<file path="src/rtl/z80_bus_sequencer.sv">
// Z80 bus-cycle sequencer: two requester ports arbitrated round-robin, each command
// replayed as a Z80 fetch/memory/IO machine cycle at half-T (H) resolution with /WAIT
// handling and an optional idle gap after every cycle.
module z80_bus_sequencer #(
  parameter int unsigned GAP = 0
) (
  input  logic        clk,
  input  logic        rst_n,
  input  logic        p0_valid,
  output logic        p0_ready,
  input  logic [2:0]  p0_op,
  input  logic [15:0] p0_addr,
  input  logic [7:0]  p0_wdata,
  input  logic        p1_valid,
  output logic        p1_ready,
  input  logic [2:0]  p1_op,
  input  logic [15:0] p1_addr,
  input  logic [7:0]  p1_wdata,
  output logic        rsp_valid,
  output logic        rsp_port,
  output logic [7:0]  rsp_data,
  input  logic        wait_n,
  input  logic [7:0]  d_in,
  output logic        mreq_n,
  output logic        iorq_n,
  output logic        rd_n,
  output logic        wr_n,
  output logic [15:0] a,
  output logic [7:0]  d_out,
  output logic        d_oe,
  output logic        busy
);

  localparam logic [2:0] OpFetch = 3'd0;
  localparam logic [2:0] OpMemRd = 3'd1;
  localparam logic [2:0] OpMemWr = 3'd2;
  localparam logic [2:0] OpIoRd  = 3'd3;
  localparam logic [2:0] OpIoWr  = 3'd4;

  localparam logic [3:0] GapM1 = 4'((GAP > 0) ? GAP - 1 : 0);

  typedef enum logic [1:0] {StIdle, StRun, StWait, StGap} state_e;

  // Last H index of the machine cycle; illegal ops occupy only H0.
  function automatic logic [2:0] f_last(input logic [2:0] op);
    logic [2:0] r;
    r = 3'd0;
    case (op)
      OpFetch, OpIoRd, OpIoWr: r = 3'd7;
      OpMemRd, OpMemWr:        r = 3'd5;
      default:                 r = 3'd0;
    endcase
    return r;
  endfunction

  // H at whose end /WAIT is sampled.
  function automatic logic [2:0] f_wait_h(input logic [2:0] op);
    return (op == OpIoRd || op == OpIoWr) ? 3'd4 : 3'd2;
  endfunction

  function automatic logic f_legal(input logic [2:0] op);
    return op <= OpIoWr;
  endfunction

  function automatic logic f_is_read(input logic [2:0] op);
    return op == OpFetch || op == OpMemRd || op == OpIoRd;
  endfunction

  function automatic logic f_is_write(input logic [2:0] op);
    return op == OpMemWr || op == OpIoWr;
  endfunction

  // H at whose end read data is captured.
  function automatic logic [2:0] f_sample_h(input logic [2:0] op);
    logic [2:0] r;
    r = 3'd0;
    case (op)
      OpFetch: r = 3'd3;
      OpMemRd: r = 3'd4;
      OpIoRd:  r = 3'd6;
      default: r = 3'd0;
    endcase
    return r;
  endfunction

  // Active-high {mreq, iorq, rd, wr, oe} for a given op and H.
  function automatic logic [4:0] f_strobes(input logic [2:0] op, input logic [2:0] h);
    logic m, i, r, w, o;
    m = 1'b0; i = 1'b0; r = 1'b0; w = 1'b0; o = 1'b0;
    case (op)
      OpFetch: begin m = (h >= 3'd1) && (h <= 3'd3); r = m; end
      OpMemRd: begin m = (h >= 3'd1) && (h <= 3'd4); r = m; end
      OpMemWr: begin
        m = (h >= 3'd1) && (h <= 3'd4);
        w = (h >= 3'd3) && (h <= 3'd4);
        o = (h <= 3'd5);
      end
      OpIoRd:  begin i = (h >= 3'd2) && (h <= 3'd6); r = i; end
      OpIoWr:  begin i = (h >= 3'd2) && (h <= 3'd6); w = i; o = 1'b1; end
      default: ;
    endcase
    return {m, i, r, w, o};
  endfunction

  state_e      r_state, w_state_d;
  logic [2:0]  r_h, w_h_d;
  logic        r_tw, w_tw_d;
  logic [3:0]  r_gap, w_gap_d;
  logic        r_wait_ok;
  logic        r_last;
  logic [2:0]  r_op;
  logic        r_port;
  logic [15:0] r_addr;
  logic [7:0]  r_wdata;
  logic [7:0]  r_rdata;
  logic [4:0]  r_strb, w_strb_d;
  logic        r_rsp_valid;
  logic        r_rsp_port;
  logic [7:0]  r_rsp_data;

  logic        w_grant;
  logic        w_idle_ok;
  logic        w_accept;
  logic        w_done;
  logic [2:0]  w_op_in;
  logic [2:0]  w_op_n;

  // Round-robin grant: favour the port not granted last when both request.
  always_comb begin
    w_grant   = (p0_valid && p1_valid) ? ~r_last : p1_valid;
    w_idle_ok = rst_n && (r_state == StIdle);
    p0_ready  = w_idle_ok && p0_valid && !w_grant;
    p1_ready  = w_idle_ok && p1_valid && w_grant;
    w_accept  = p0_ready || p1_ready;
    w_op_in   = w_grant ? p1_op : p0_op;
    w_op_n    = w_accept ? w_op_in : r_op;
  end

  // Next-state logic of the cycle sequencer.
  always_comb begin
    w_state_d = r_state;
    w_h_d     = r_h;
    w_tw_d    = r_tw;
    w_gap_d   = r_gap;
    w_done    = 1'b0;
    case (r_state)
      StIdle: begin
        if (w_accept) begin
          w_state_d = StRun;
          w_h_d     = 3'd0;
        end
      end
      StRun: begin
        if (f_legal(r_op) && (r_h == f_wait_h(r_op)) && !wait_n) begin
          w_state_d = StWait;
          w_tw_d    = 1'b0;
        end else if (r_h == f_last(r_op)) begin
          w_done = 1'b1;
          if (GAP > 0) begin
            w_state_d = StGap;
            w_gap_d   = GapM1;
          end else begin
            w_state_d = StIdle;
          end
        end else begin
          w_h_d = r_h + 3'd1;
        end
      end
      StWait: begin
        // Tw pairs: /WAIT captured at the end of the first, decision taken after the second.
        if (!r_tw) begin
          w_tw_d = 1'b1;
        end else if (r_wait_ok) begin
          w_state_d = StRun;
          w_h_d     = f_wait_h(r_op) + 3'd1;
        end else begin
          w_tw_d = 1'b0;
        end
      end
      StGap: begin
        if (r_gap == 4'd0) w_state_d = StIdle;
        else               w_gap_d   = r_gap - 4'd1;
      end
      default: w_state_d = StIdle;
    endcase
  end

  // Strobes are decoded from the next state and registered; frozen during wait states.
  always_comb begin
    w_strb_d = 5'b0;
    if (w_state_d == StWait)     w_strb_d = r_strb;
    else if (w_state_d == StRun) w_strb_d = f_strobes(w_op_n, w_h_d);
  end

  // State register and sequencing counters.
  always_ff @(posedge clk) begin
    if (!rst_n) begin
      r_state   <= StIdle;
      r_h       <= 3'd0;
      r_tw      <= 1'b0;
      r_gap     <= 4'd0;
      r_wait_ok <= 1'b0;
      r_last    <= 1'b1;
    end else begin
      r_state <= w_state_d;
      r_h     <= w_h_d;
      r_tw    <= w_tw_d;
      r_gap   <= w_gap_d;
      if (r_state == StWait && !r_tw) r_wait_ok <= wait_n;
      if (w_accept) r_last <= w_grant;
    end
  end

  // Command capture, read-data capture, bus strobes and completion response.
  always_ff @(posedge clk) begin
    if (!rst_n) begin
      r_op        <= 3'd0;
      r_port      <= 1'b0;
      r_addr      <= 16'd0;
      r_wdata     <= 8'd0;
      r_rdata     <= 8'd0;
      r_strb      <= 5'd0;
      r_rsp_valid <= 1'b0;
      r_rsp_port  <= 1'b0;
      r_rsp_data  <= 8'd0;
    end else begin
      if (w_accept) begin
        r_op    <= w_op_in;
        r_port  <= w_grant;
        r_addr  <= w_grant ? p1_addr : p0_addr;
        r_wdata <= w_grant ? p1_wdata : p0_wdata;
      end
      if (r_state == StRun && f_is_read(r_op) && r_h == f_sample_h(r_op)) r_rdata <= d_in;
      r_strb      <= w_strb_d;
      r_rsp_valid <= w_done;
      if (w_done) begin
        r_rsp_port <= r_port;
        if (f_is_read(r_op))       r_rsp_data <= r_rdata;
        else if (f_is_write(r_op)) r_rsp_data <= 8'h00;
        else                       r_rsp_data <= 8'hFF;
      end
    end
  end

  assign mreq_n    = ~r_strb[4];
  assign iorq_n    = ~r_strb[3];
  assign rd_n      = ~r_strb[2];
  assign wr_n      = ~r_strb[1];
  assign d_oe      = r_strb[0];
  assign a         = r_addr;
  assign d_out     = r_wdata;
  assign busy      = (r_state != StIdle);
  assign rsp_valid = r_rsp_valid;
  assign rsp_port  = r_rsp_port;
  assign rsp_data  = r_rsp_data;

endmodule
</file>
<file path="config.mk">
export PLATFORM = sky130hd
export DESIGN_NAME = z80_bus_sequencer
export DESIGN_NICKNAME = d
export VERILOG_FILES = /design/src/rtl/z80_bus_sequencer.sv
export SDC_FILE = /design/constraint.sdc
export NUM_CORES = 1
export LEC_CHECK = 0
export BUFFER_PORTS_ARGS = -buffer_cell sky130_fd_sc_hd__buf_2
export CORE_MARGIN = 2
export CORE_UTILIZATION = 40
export DETAILED_ROUTE_END_ITERATION = 7
export PLACE_DENSITY = 0.65
export SYNTH_ARGS = -nofsm -noshare
export SYNTH_HDL_FRONTEND = slang
export SYNTH_SLANG_ARGS = --single-unit
</file>
<file path="constraint.sdc">
create_clock -name clk -period 5.6 [get_ports clk]
set_clock_uncertainty 0.1 [all_clocks]
set_input_delay 0.56 -clock clk [delete_from_list [all_inputs] [get_ports clk]]
set_output_delay 0.56 -clock clk [all_outputs]
set_load 0.01 [all_outputs]
</file>
======== Word-level counts from Yosys, hierarchy flattened ========
Cells that the tools add are included.
storage, ports and cells
  bits in registers ....................... 63
  input bits .............................. 67
  word-level logic and storage cells ...... 123
cells by class
  $add $sub $neg .......................... 3
  magnitude comparators ................... 8
  eq/ne operators ......................... 17
  mux-type cells .......................... 39
  bitwise operators ....................... 6
  reductions and logical operators ........ 35
operator list
  kind                                                                   number
  3-bit 2-to-1 mux                                                       11
  8-bit 2-to-1 mux                                                       3
  3-bit case mux with 3 select lines                                     2
  16-bit 2-to-1 mux                                                      1
  1-bit logical AND                                                      15
  3-bit by 2-bit equality test with 1-bit output, second input constant  4
  3-bit less-or-equal comparator, second input constant                  4
  2-bit 2-to-1 mux                                                       6
  3-bit equality test                                                    3
  1-bit 2-to-1 mux                                                       8
  1-bit case mux with 2 select lines                                     4
  2-bit case mux with 4 select lines                                     1
  3-bit by 1-bit adder with 3-bit output, second input constant          2
  2-bit equality test, second input constant                             3
  3-bit by 1-bit equality test with 1-bit output, second input constant  2
  3-bit equality test, second input constant                             2
  3-bit by 2-bit >= comparator with 1-bit output, second input constant  2
  3-bit logical NOT                                                      2
  1-bit NOT                                                              6
  3-bit case mux with 2 select lines                                     1
  2-bit OR reduction                                                     3
  1-bit logical OR                                                       5
  5-bit 2-to-1 mux                                                       1
  2-bit by 1-bit equality test with 1-bit output, second input constant  2
  11 further kinds                                                       15

======== Longest topological paths before layout ========
Gate-level depths: netlist of run 1.
  word-level depth ........................ 16
  gate-level depth with buffers ........... 10
  gate-level depth less buffers ........... 8

======== Worst setup path before layout of run 1 ========
No wires, ideal clock.
  path kind ............................... input to output
  start point ............................. input port p1_valid
  end point ............................... output port p0_ready
  data arrival time ....................... 1.768 ns
  required time ........................... 4.940 ns
  setup slack ............................. 3.172 ns
  stages on the path ...................... 4
  cell sequence ........................... a21boi_1 -> buf_2 -> buf_1 -> and4b_1
on the way
  cells in the longest elaborated chain, start to end .. 4
RTL lines
  what                 line  source
  start: declaration   14    input logic p1_valid,
  1-bit logical AND    130   w_grant = (p0_valid && p1_valid) ? ~r_last : p1_valid;
  1-bit 2-to-1 mux *   130
  1-bit logical NOT *  132   p0_ready = w_idle_ok && p0_valid && !w_grant;
  1-bit logical AND *  132
  end: declaration     10    output logic p0_ready,
Every way passes the cells marked *; elsewhere a longest branch is shown, timed or not.

======== Final worst setup path of run 1 ========
  start point ............................. register r_state[1]
  end point ............................... register r_strb[3]
on the way
  cells in the longest elaborated chain, start to end .. 11
  elaborated cells on any way between the ends .. 30
  those cells by class .................... order compare: 2; eq/ne: 7; mux: 12; reduce/logical: 9
RTL lines
  what                                                                                              line      source
  start: declaration                                                                                105       state_e r_state, w_state_d;
  start signal: assignment                                                                          198       r_state <= StIdle;
  start signal: assignment                                                                          205       r_state <= w_state_d;
  2-bit logical NOT                                                                                 131, 146
  1-bit logical AND                                                                                 131       w_idle_ok = rst_n && (r_state == StIdle);
  1-bit logical AND, on equally long branches (2 in a row)                                          132, 133
  1-bit logical OR                                                                                  134       w_accept = p0_ready || p1_ready;
  3-bit 2-to-1 mux                                                                                  148       if (w_accept) begin
  3-bit case mux with 3 select lines                                                                146       case (r_state)
  3-bit by 2-bit >= comparator with 1-bit output or 3-bit less-or-equal comparator (tied branches)  98, 99
  1-bit logical AND                                                                                 98, 99
  1-bit 2-to-1 mux                                                                                  n/a
  5-bit 2-to-1 mux                                                                                  192       else if (w_state_d == StRun) w_strb_d = f_strobes(w_op_n, w_h_d);
  end signal: assignment                                                                            234       r_strb <= w_strb_d;
  end: declaration                                                                                  116       logic [4:0] r_strb, w_strb_d;
Several ways; a longest one is shown, not always the timed one.
A chain may end at the register's enable or synchronous reset.

==> results of run 1 <==
cell usage after synthesis (all sizes together), types with 4 or more instances:
cell and n:
a21oi 21, and2 11, buf 12, clkbuf 15, dfxtp 63, inv 14, mux2i 37, nand2 53
nand3 10, nor2 13, nor2b 16, nor3 5, nor4b 5, o211a 34, o211ai 4, o21a 4
o21ai 10
per-layer routing:
| layer | vias up | track usage [%] |
|---|---|---|
| met5 | - | 0 |
| met4 | 0 | 11.4 |
| met3 | 19 | 6.03 |
| met2 | 114 | 30.2 |
| met1 | 1440 | 24.4 |
| li1 | 1568 | - |
placed cells by master (no fill, tap or decap), types with 2 or more instances in the layout:
cell,netlist,final
o211a_1,34,34
xnor2_1,3,3
o211ai_1,3,3
clkbuf_8,0,11
nor4b_1,4,4
a22o_1,2,2
inv_6,0,2
nand4_1,2,2
nor2_1,13,13
and2_1,11,11
buf_2,4,108
a31oi_1,2,2
nor2b_1,16,16
nor3_1,4,4
o2111ai_1,2,2
o21ai_1,3,3
buf_4,2,3
a21oi_1,19,19
a21boi_1,3,2
dfxtp_1,63,63
nand3_1,10,10
o21ai_0,7,7
mux2i_1,37,37
inv_1,13,13
ha_1,2,2
a211oi_1,2,2
o31ai_1,2,2
o21a_1,4,4
mux2_2,3,3
nand3b_1,2,2
nand2_1,53,53
cells by family (layout without fill, tap and decap cells):
group / Yosys count / count (layout)
compound gates: 101 / 101
xor+xnor: 3 / 3
fa+ha+maj: 3 / 3
buf+inv: 41 / 141
flops: 63 / 63
mux: 40 / 40
simple gates: 128 / 128
worst max-delay path, stage by stage (launching register included):
cell and delay, ps:
dfxtp_1 430, nor2_1 510, o211a_1 840, mux2i_1 470, nand2_1 180, o21ai_0 180
o2111ai_1 130, a21boi_1 150
metrics by stage:
| stage | instances | setup WS, ps | util, % |
|---|---|---|---|
| 5_1_grt | 584 | 2140 | 51.0 |
| 4_1_cts | 584 | 2530 | 51.0 |
| 2_1_floorplan | 379 | 3170 | - |
| 3_5_place_dp | 568 | 2450 | 48.4 |
| 3_3_place_gp | 568 | 2510 | 48.4 |
| 6_report | 584 | 2530 | 51.0 |
cell type report:
class	count	area, um2	area share [%]
Inverter	14	52.6	1.25
Clock inverter	5	63.8	1.52
Sequential cell	63	1260	29.9
Timing Repair Buffer	111	563	13.4
Multi-Input combinational cell	275	1990	47.2
Tap cell	105	131	3.12
Clock buffer	11	151	3.59
flip-flops by register name (all words and copies together), names as in the netlist:
name       flops
r_rdata        8
r_port         1
r_strb         5
r_tw           1
rsp_port       1
r_h            3
r_op           3
a             16
rsp_valid      1
r_state        2
r_wait_ok      1
r_last         1
d_out          8
r_gap          4
rsp_data       8
worst max-delay path by stage:
stage	cells after the start	to	from	slack, ps
after floorplan	4	p0_ready	p1_valid	3170
after global placement	9	r_strb[0]$_SDFFE_PN0P_	rst_n	2510
after detailed placement	7	r_strb[3]$_SDFFE_PN0P_	rst_n	2450
after CTS	7	r_strb[3]$_SDFFE_PN0P_	r_state[1]$_SDFF_PN0_	2530
after global routing	8	r_strb[4]$_SDFFE_PN0P_	r_state[1]$_SDFF_PN0_	2140
final	7	r_strb[3]$_SDFFE_PN0P_	r_state[1]$_SDFF_PN0_	2530
where the power goes:
part	switching [mW]	leakage, nW	internal, mW
sequential	0.0243	0.515	0.473
clock	0.191	0.107	0.234
combinational	0.109	1.47	0.0936
total	0.324	2.09	0.800
==> flow_summary.ini, run 1 <==
[worst_setup_path]
worstSetupPathType = reg -> reg
ff2ff_path_depth = 7
end_kind = register
r2r_setup_slack_ps = 2530
reg2reg_to = r_strb[3]$_SDFFE_PN0P_
crit_path_max_fanout = 31
crit_path_start_kind = register
crit_arrival_ps = 3240
cp.required_ps = 5770
r2r_start = r_state[1]$_SDFF_PN0_

[clocking]
ctsResizeCount = 0
cts_buffer_depth = 2
cts_post_setup_buffers_inserted = 0
clk_pin_slew_ps = 70
cts_sinks = 63
clk_latency_ps = 340
numCtsBuffers = 9
htreeDepth = 3
clock-root-buffer = clkbuf_8
cts_hold_buf = 0
cts_tree = done

[global_route]
grt_pass1_wl_mm = 14.1
grt_max_degree = 38
grt_remaining_overflow = 0
track_usage_pct = 19.7
grt_pass1_vias = 3059
antenna_found_initial = 0

[placed_design]
hpwl_mm = 6.29
postPlaceCellArea_um2 = 4000
gp_congestion = 0.891
io_buffers = 108

[drt]
wl_met1_mm = 3.79
top_layer_used = met4
vias = 3141
vias_per_cell = 5.38
drt.antenna.violating_nets = 0
wl_met2_mm = 3.82
wl_mm = 8.58
drt_iter0_drc = 187
dr_wl_met3_um = 726
dr.pass1.iters = 5
drc = 0
wl_per_cell_um = 14.7

[sta]
holdWs_ps = 357
fmax_mhz = 326
finalCritPeriodShare_pct = 54.8
worst_pin_slew_ps = 1040
hold_viol_final = 0
slew_headroom_pct = 30.5
final-max-slew-violation-count = 0
grt_setup_unrepaired = false
setup_viol = 0
period_minus_slack_ps = 3070
tns_ps = 0

[min_path]
worst_hold_path_type = reg -> reg
min_from = r_strb[3]$_SDFFE_PN0P_
hold_path_end = r_strb[3]$_SDFFE_PN0P_
whs_path_depth = 2

[logic_synthesis]
synthSimpleGateAreaFrac_pct = 20.0
synth_area_leaders = dfxtp_1 37%, mux2i_1 11%, o211a_1 10%, nand2_1 5.8%, nor2b_1 2.9%
syn_inst = 379
synthMuxAreaShare_pct = 11.8
syn_nets = 448
synthXorXnorAreaFrac_pct = 0.770
synth-adder-area-share_pct = 1.03
ys_ff_latch = 63
synth-main-ff-cell = dfxtp_1
synth-compound-area-share_pct = 24.3
syn_area_per_cell_um2 = 9.00
synth_top_family_by_area = compound AO/OA/AOI/OAI gates
synth-edff-count = 0
yosysTopAreaCell = dfxtp_1
yosysSeqAreaShare_pct = 37.0
yosysWarnings = 0
syn_area_um2 = 3410
synth_top_area_share_pct = 37.0
synthArstFlopShare_pct = 0
netlist-cell-type-count = 65

[layout]
n_antenna_cell = 0
drive_above_1_share_pct = 29.6
fin_area_um2 = 4210
fillCellCount = 834
nets = 543
syn_to_final_growth_pct = 23.4

[die]
die_y_um = 96.4
die-width_um = 96.4
pin_count = 109
coreArea_um2 = 8260
die-area_um2 = 9290
num_rows = 33
start_util_pct = 41.3

[outcome]
status = finished clean

[job]
maxCapViolations = 0

[power]
vdd_drop_max_mv = 0.171
p_per_area_nw_per_um2 = 267
p_leak_nw = 2.09
finalPower_mw = 1.12
Power figures use the tool's default switching activity.
==> run 2, diff against run 1 <==
==> constraint.sdc (replaced) <==
create_clock -name clk -period 3 [get_ports clk]
set_clock_uncertainty 0.1 [all_clocks]
set_input_delay 0.3 -clock clk [delete_from_list [all_inputs] [get_ports clk]]
set_output_delay 0.3 -clock clk [all_outputs]
set_load 0.01 [all_outputs]
==> run 2 against run 1 <==
  * Flip-flop and latch count unchanged
  * Largest cell class unchanged
  * Fmax rose by 12%
  * Utilization grew 0.62 points
  * Die area unchanged
  * Critical path type unchanged
==> flow_summary.ini, run 2 (same netlist as run 1, synthesis figures left out) <==
[drt]
wl_mm = 8.54
drt.antenna.violating_nets = 0
drt_iter0_drc = 150
drc = 0
dr.pass1.iters = 5
wl_per_cell_um = 14.4
vias_per_cell = 5.39
vias = 3206

[layout]
final_common_cell = buf_2
layout_common_cells = 108 x buf_2, 63 x dfxtp_1, 53 x nand2_1, 37 x mux2i_1, 34 x o211a_1
n_antenna_cell = 0
nets = 554
fillCellCount = 786
syn_to_final_growth_pct = 24.9
fin_cells = 595
drive_above_1_share_pct = 31.4
largest_reg_flops = 16

[worst_setup_path]
worstSetupPathType = reg -> reg
r2r_setup_slack_ps = 260
slowest_delay_ps = 560
end_kind = register
cp.required_ps = 3120
crit_path_max_fanout = 14
crit_start = r_op[1]$_SDFF_PN0_
r2r_start = r_op[1]$_SDFF_PN0_
critPathSlowestCell = dfxtp_1
ff2ff_path_depth = 8
crit_arrival_ps = 2870
reg2reg_to = r_strb[2]$_SDFFE_PN0P_
crit_path_start_kind = register
crit_chain = nand3b_1 -> o2111a_1 -> o31a_1 -> o41a_1 -> a21oi_4 -> maj3_1 -> a2bb2oi_2 -> o21ai_1

[clocking]
cts_tree = done
htreeDepth = 3
clk_latency_ps = 330
cts_hold_buf = 0
cts_sinks = 63
cts_post_setup_buffers_inserted = 0
clock-root-buffer = clkbuf_8
clk_pin_slew_ps = 80
numCtsBuffers = 9
cts_buffer_depth = 2

[global_route]
grt_remaining_overflow = 0
antenna_found_initial = 0
grt_max_degree = 68
track_usage_pct = 19.0
grt_pass1_wl_mm = 13.7
grt_pass1_vias = 2901

[power]
finalPower_mw = 2.00
p_leak_nw = 2.13
p_per_area_nw_per_um2 = 470
vdd_drop_max_mv = 0.235

[die]
die_y_um = 96.4
num_rows = 33
start_util_pct = 41.3
coreArea_um2 = 8260
die-width_um = 96.4
die-area_um2 = 9290
pin_count = 109

[placed_design]
hpwl_mm = 6.25
io_buffers = 108
gp_congestion = 0.960
dpl.cell_count = 579

[job]
maxCapViolations = 0

[min_path]
worst_hold_path_type = in -> reg
min_from = d_in[1]
hold_path_end = r_rdata[1]$_SDFFE_PN0P_
whs_path_depth = 3

[sta]
grt_setup_unrepaired = false
hold_viol_final = 0
final-max-slew-violation-count = 0
period_minus_slack_ps = 2740
fmax_mhz = 365
worst_pin_slew_ps = 737
finalCritPeriodShare_pct = 91.4
slew_headroom_pct = 50.8
tns_ps = 0
holdWs_ps = 117
setup_viol = 0

[outcome]
status = finished clean
## run 2: layer usage
metal / up-vias / routed length, um / global-route usage (%)
met1: 1479 / 3790 / 24.3
met3: 7 / 686 / 5.64
met4: 0 / 73 / 6.69
met5: - / 0 / 0
li1: 1591 / - / -
met2: 129 / 3990 / 30.4
## run 2: what timing repair did
| action | in CTS | in global routing |
|---|---|---|
| hold endpoints to repair | 0 | 0 |
| resized for setup | 0 | 1 |
| setup endpoints to repair | 0 | 1 |
## run 2: worst max path at each step
stage               slack (ps)                     end
finish                     260  r_strb[2]$_SDFFE_PN0P_
global placement           340  r_strb[2]$_SDFFE_PN0P_
floorplan                  590  r_strb[2]$_SDFFE_PN0P_
CTS                        230  r_strb[4]$_SDFFE_PN0P_
global route                50  r_strb[1]$_SDFFE_PN0P_
detailed placement         250  r_strb[4]$_SDFFE_PN0P_
## run 2: power breakdown
group	internal [mW]	switching [mW]	total, mW	leakage, nW
Combinational	0.184	0.214	0.398	1.53
Clock	0.325	0.359	0.684	0.0891
Sequential	0.882	0.0380	0.920	0.515
Total	1.39	0.610	2.00	2.13
## run 2: layout make-up
cell class | instances | area (um2) | share of cell area (%)
Clock buffer | 10 | 138 | 3.23
Clock inverter | 6 | 42.5 | 0.998
Inverter | 14 | 52.6 | 1.23
Multi-Input combinational cell | 275 | 1990 | 46.7
Sequential cell | 63 | 1260 | 29.6
Tap cell | 105 | 131 | 3.08
Timing Repair Buffer | 122 | 646 | 15.1
## run 2: worst max-delay path: cells and delay by family, from the launching register on
family	cells	cell delay, ps
simple gates	1	220
compound gates	6	1520
fa+ha+maj	1	230
flops	1	560
## run 2: stage by stage
| step | area (um2) | utilization, % | setup slack [ps] |
|---|---|---|---|
| 2_1_floorplan | 3410 | - | 587 |
| 3_3_place_gp | 4080 | 49.4 | 339 |
| 3_5_place_dp | 4080 | 49.4 | 252 |
| 4_1_cts | 4260 | 51.6 | 233 |
| 5_1_grt | 4260 | 51.6 | 47.5 |
| 6_report | 4260 | 51.6 | 258 |
==> run 3, diff against run 2 <==
==> config.mk (replaced) <==
export PLATFORM = sky130hd
export DESIGN_NAME = z80_bus_sequencer
export DESIGN_NICKNAME = d
export VERILOG_FILES = /design/src/rtl/z80_bus_sequencer.sv
export SDC_FILE = /design/constraint.sdc
export NUM_CORES = 1
export LEC_CHECK = 0
export CAP_MARGIN = 40
export CORE_MARGIN = 2
export CORE_UTILIZATION = 40
export DETAILED_ROUTE_END_ITERATION = 7
export DONT_BUFFER_PORTS = 1
export SYNTH_ARGS = -nofsm -noshare
export SYNTH_HDL_FRONTEND = slang
export SYNTH_SLANG_ARGS = --single-unit
==> run 3 against run 2 <==
  * Worst setup slack got worse by 25 ps
  * Clock power barely moved
  * Die area stayed put
  * Clock-buffer cell count is the same
  * First-iteration DRC count is 40% higher
  * Hold slack got worse by 91 ps
  * Largest cell class unchanged
==> flow_summary.ini, run 3 (same netlist as run 1, synthesis figures left out) <==
[worst_setup_path]
crit_chain = nand3b_1 -> o2111a_1 -> o31a_1 -> o41a_1 -> a21oi_4 -> maj3_1 -> a2bb2oi_2 -> o21ai_1
crit_path_start_kind = register
slowest_delay_ps = 570
critPathSlowestCell = dfxtp_1
cp.required_ps = 3130
r2r_start = r_op[1]$_SDFF_PN0_
end_kind = register
reg2reg_to = r_strb[2]$_SDFFE_PN0P_
r2r_setup_slack_ps = 230
worstSetupPathType = reg -> reg
crit_path_max_fanout = 14
crit_arrival_ps = 2900
ff2ff_path_depth = 8

[sta]
setup_viol = 0
final-max-slew-violation-count = 0
fmax_mhz = 361
finalCritPeriodShare_pct = 92.3
worst_pin_slew_ps = 700
period_minus_slack_ps = 2770
grt_setup_unrepaired = false
slew_headroom_pct = 53.3
tns_ps = 0
hold_viol_final = 0
holdWs_ps = 26.0

[layout]
syn_to_final_growth_pct = 10.0
n_antenna_cell = 0
final_common_cell = dfxtp_1
largest_reg_flops = 16
drive_above_1_share_pct = 11.7
nets = 447
layout_common_cells = 63 x dfxtp_1, 53 x nand2_1, 37 x mux2i_1, 34 x o211a_1, 19 x a21oi_1

[die]
num_rows = 33
start_util_pct = 41.3
die-area_um2 = 9290
pin_count = 109
die-width_um = 96.4
coreArea_um2 = 8260
die_y_um = 96.4

[power]
vdd_drop_max_mv = 0.307
p_leak_nw = 1.68
p_per_area_nw_per_um2 = 513
finalPower_mw = 1.92

[global_route]
grt_max_degree = 60
antenna_found_initial = 0
track_usage_pct = 18.5
grt_remaining_overflow = 0
grt_pass1_wl_mm = 13.2
grt_pass1_vias = 2667

[clocking]
htreeDepth = 3
cts_tree = done
clock-root-buffer = clkbuf_8
clk_latency_ps = 350
cts_post_setup_buffers_inserted = 0
numCtsBuffers = 9
cts_sinks = 63
clk_pin_slew_ps = 70
cts_buffer_depth = 2

[drt]
vias = 2779
drc = 0
wl_per_cell_um = 16.5
vias_per_cell = 5.69
drt_iter0_drc = 210
drt.antenna.violating_nets = 0
dr.pass1.iters = 4
wl_mm = 8.07

[min_path]
min_from = rst_n
whs_path_depth = 2
hold_path_end = r_strb[2]$_SDFFE_PN0P_
worst_hold_path_type = in -> reg

[outcome]
status = finished clean

[placed_design]
io_buffers = 0
gp_congestion = 0.939
hpwl_mm = 5.58

[job]
maxCapViolations = 0
## run 3: cell count changes in the layout (fill, tap and decap cells not counted)
| cell | previous run | this run |
|---|---|---|
| a2111oi_2 | 1 | 0 |
| a2111oi_4 | 0 | 1 |
| inv_6 | 2 | 1 |
| buf_2 | 108 | 0 |
| buf_4 | 14 | 13 |
| o21ai_1 | 2 | 3 |
| clkinvlp_4 | 2 | 1 |
| clkinv_4 | 0 | 2 |
| o21ai_2 | 1 | 0 |
| dlygate4sd3_1 | 0 | 1 |
| buf_12 | 0 | 1 |
## run 3: worst max-delay path: cells and delay by family, from the launching register on
kind                     cells  cell delay (ps)
AO/OA/AOI/OAI                6             1520
adder cells (fa/ha/maj)      1              240
AND/OR/NAND/NOR              1              210
flip-flops                   1              570
## run 3: layout make-up
type / count / area [um2]
timing repair buffer: 15 / 128
tap: 105 / 131
sequential: 63 / 1260
multi-input combinational: 275 / 2000
inverter: 14 / 52.6
clock buffer: 10 / 138
clock inverter: 6 / 43.8
fill: 816 / 4500
## run 3: power breakdown
part | internal [mW] | switching [mW] | total, mW
sequential | 0.883 | 0.0602 | 0.943
combinational | 0.134 | 0.166 | 0.300
clock | 0.325 | 0.357 | 0.682
total | 1.34 | 0.583 | 1.92
## run 3: worst max-delay path by stage
| stage | start | to | slack (ps) | depth (start not counted) |
|---|---|---|---|---|
| finish | r_op[1]$_SDFF_PN0_ | r_strb[2]$_SDFFE_PN0P_ | 230 | 8 |
| global route | r_op[1]$_SDFF_PN0_ | r_strb[1]$_SDFFE_PN0P_ | 20 | 8 |
| CTS | r_op[2]$_SDFF_PN0_ | r_strb[3]$_SDFFE_PN0P_ | 260 | 8 |
| detailed placement | r_op[2]$_SDFF_PN0_ | r_strb[3]$_SDFFE_PN0P_ | 270 | 8 |
| global placement | r_op[2]$_SDFF_PN0_ | r_strb[4]$_SDFFE_PN0P_ | 210 | 7 |
| floorplan | r_h[2]$_SDFF_PN0_ | r_strb[2]$_SDFFE_PN0P_ | 590 | 9 |
## run 3: per-layer routing
layer	wire length, um	global-route usage (%)	up-vias
met5	0	0	-
met4	102	7.16	0
met3	662	5.79	9
met2	3790	29.2	125
met1	3510	23.4	1273
li1	-	-	1372
## run 3: timing repair
| action | CTS | global route |
|---|---|---|
| resized for setup | 0 | 1 |
| hold buffers | 2 | 0 |
| endpoints found under the hold margin | 59 | 0 |
| endpoints found under the setup margin | 0 | 3 |
## run 3: through the flow
step                      cell area, um2  cells  utilization, %  worst slack [ps]
after floorplan                     3410    379               -               587
after global placement              3530    470            42.8               210
after detailed placement            3530    470            42.8               273
after CTS                           3740    488            45.3               256
after global routing                3750    488            45.5              18.1
final                               3750    488            45.5               232
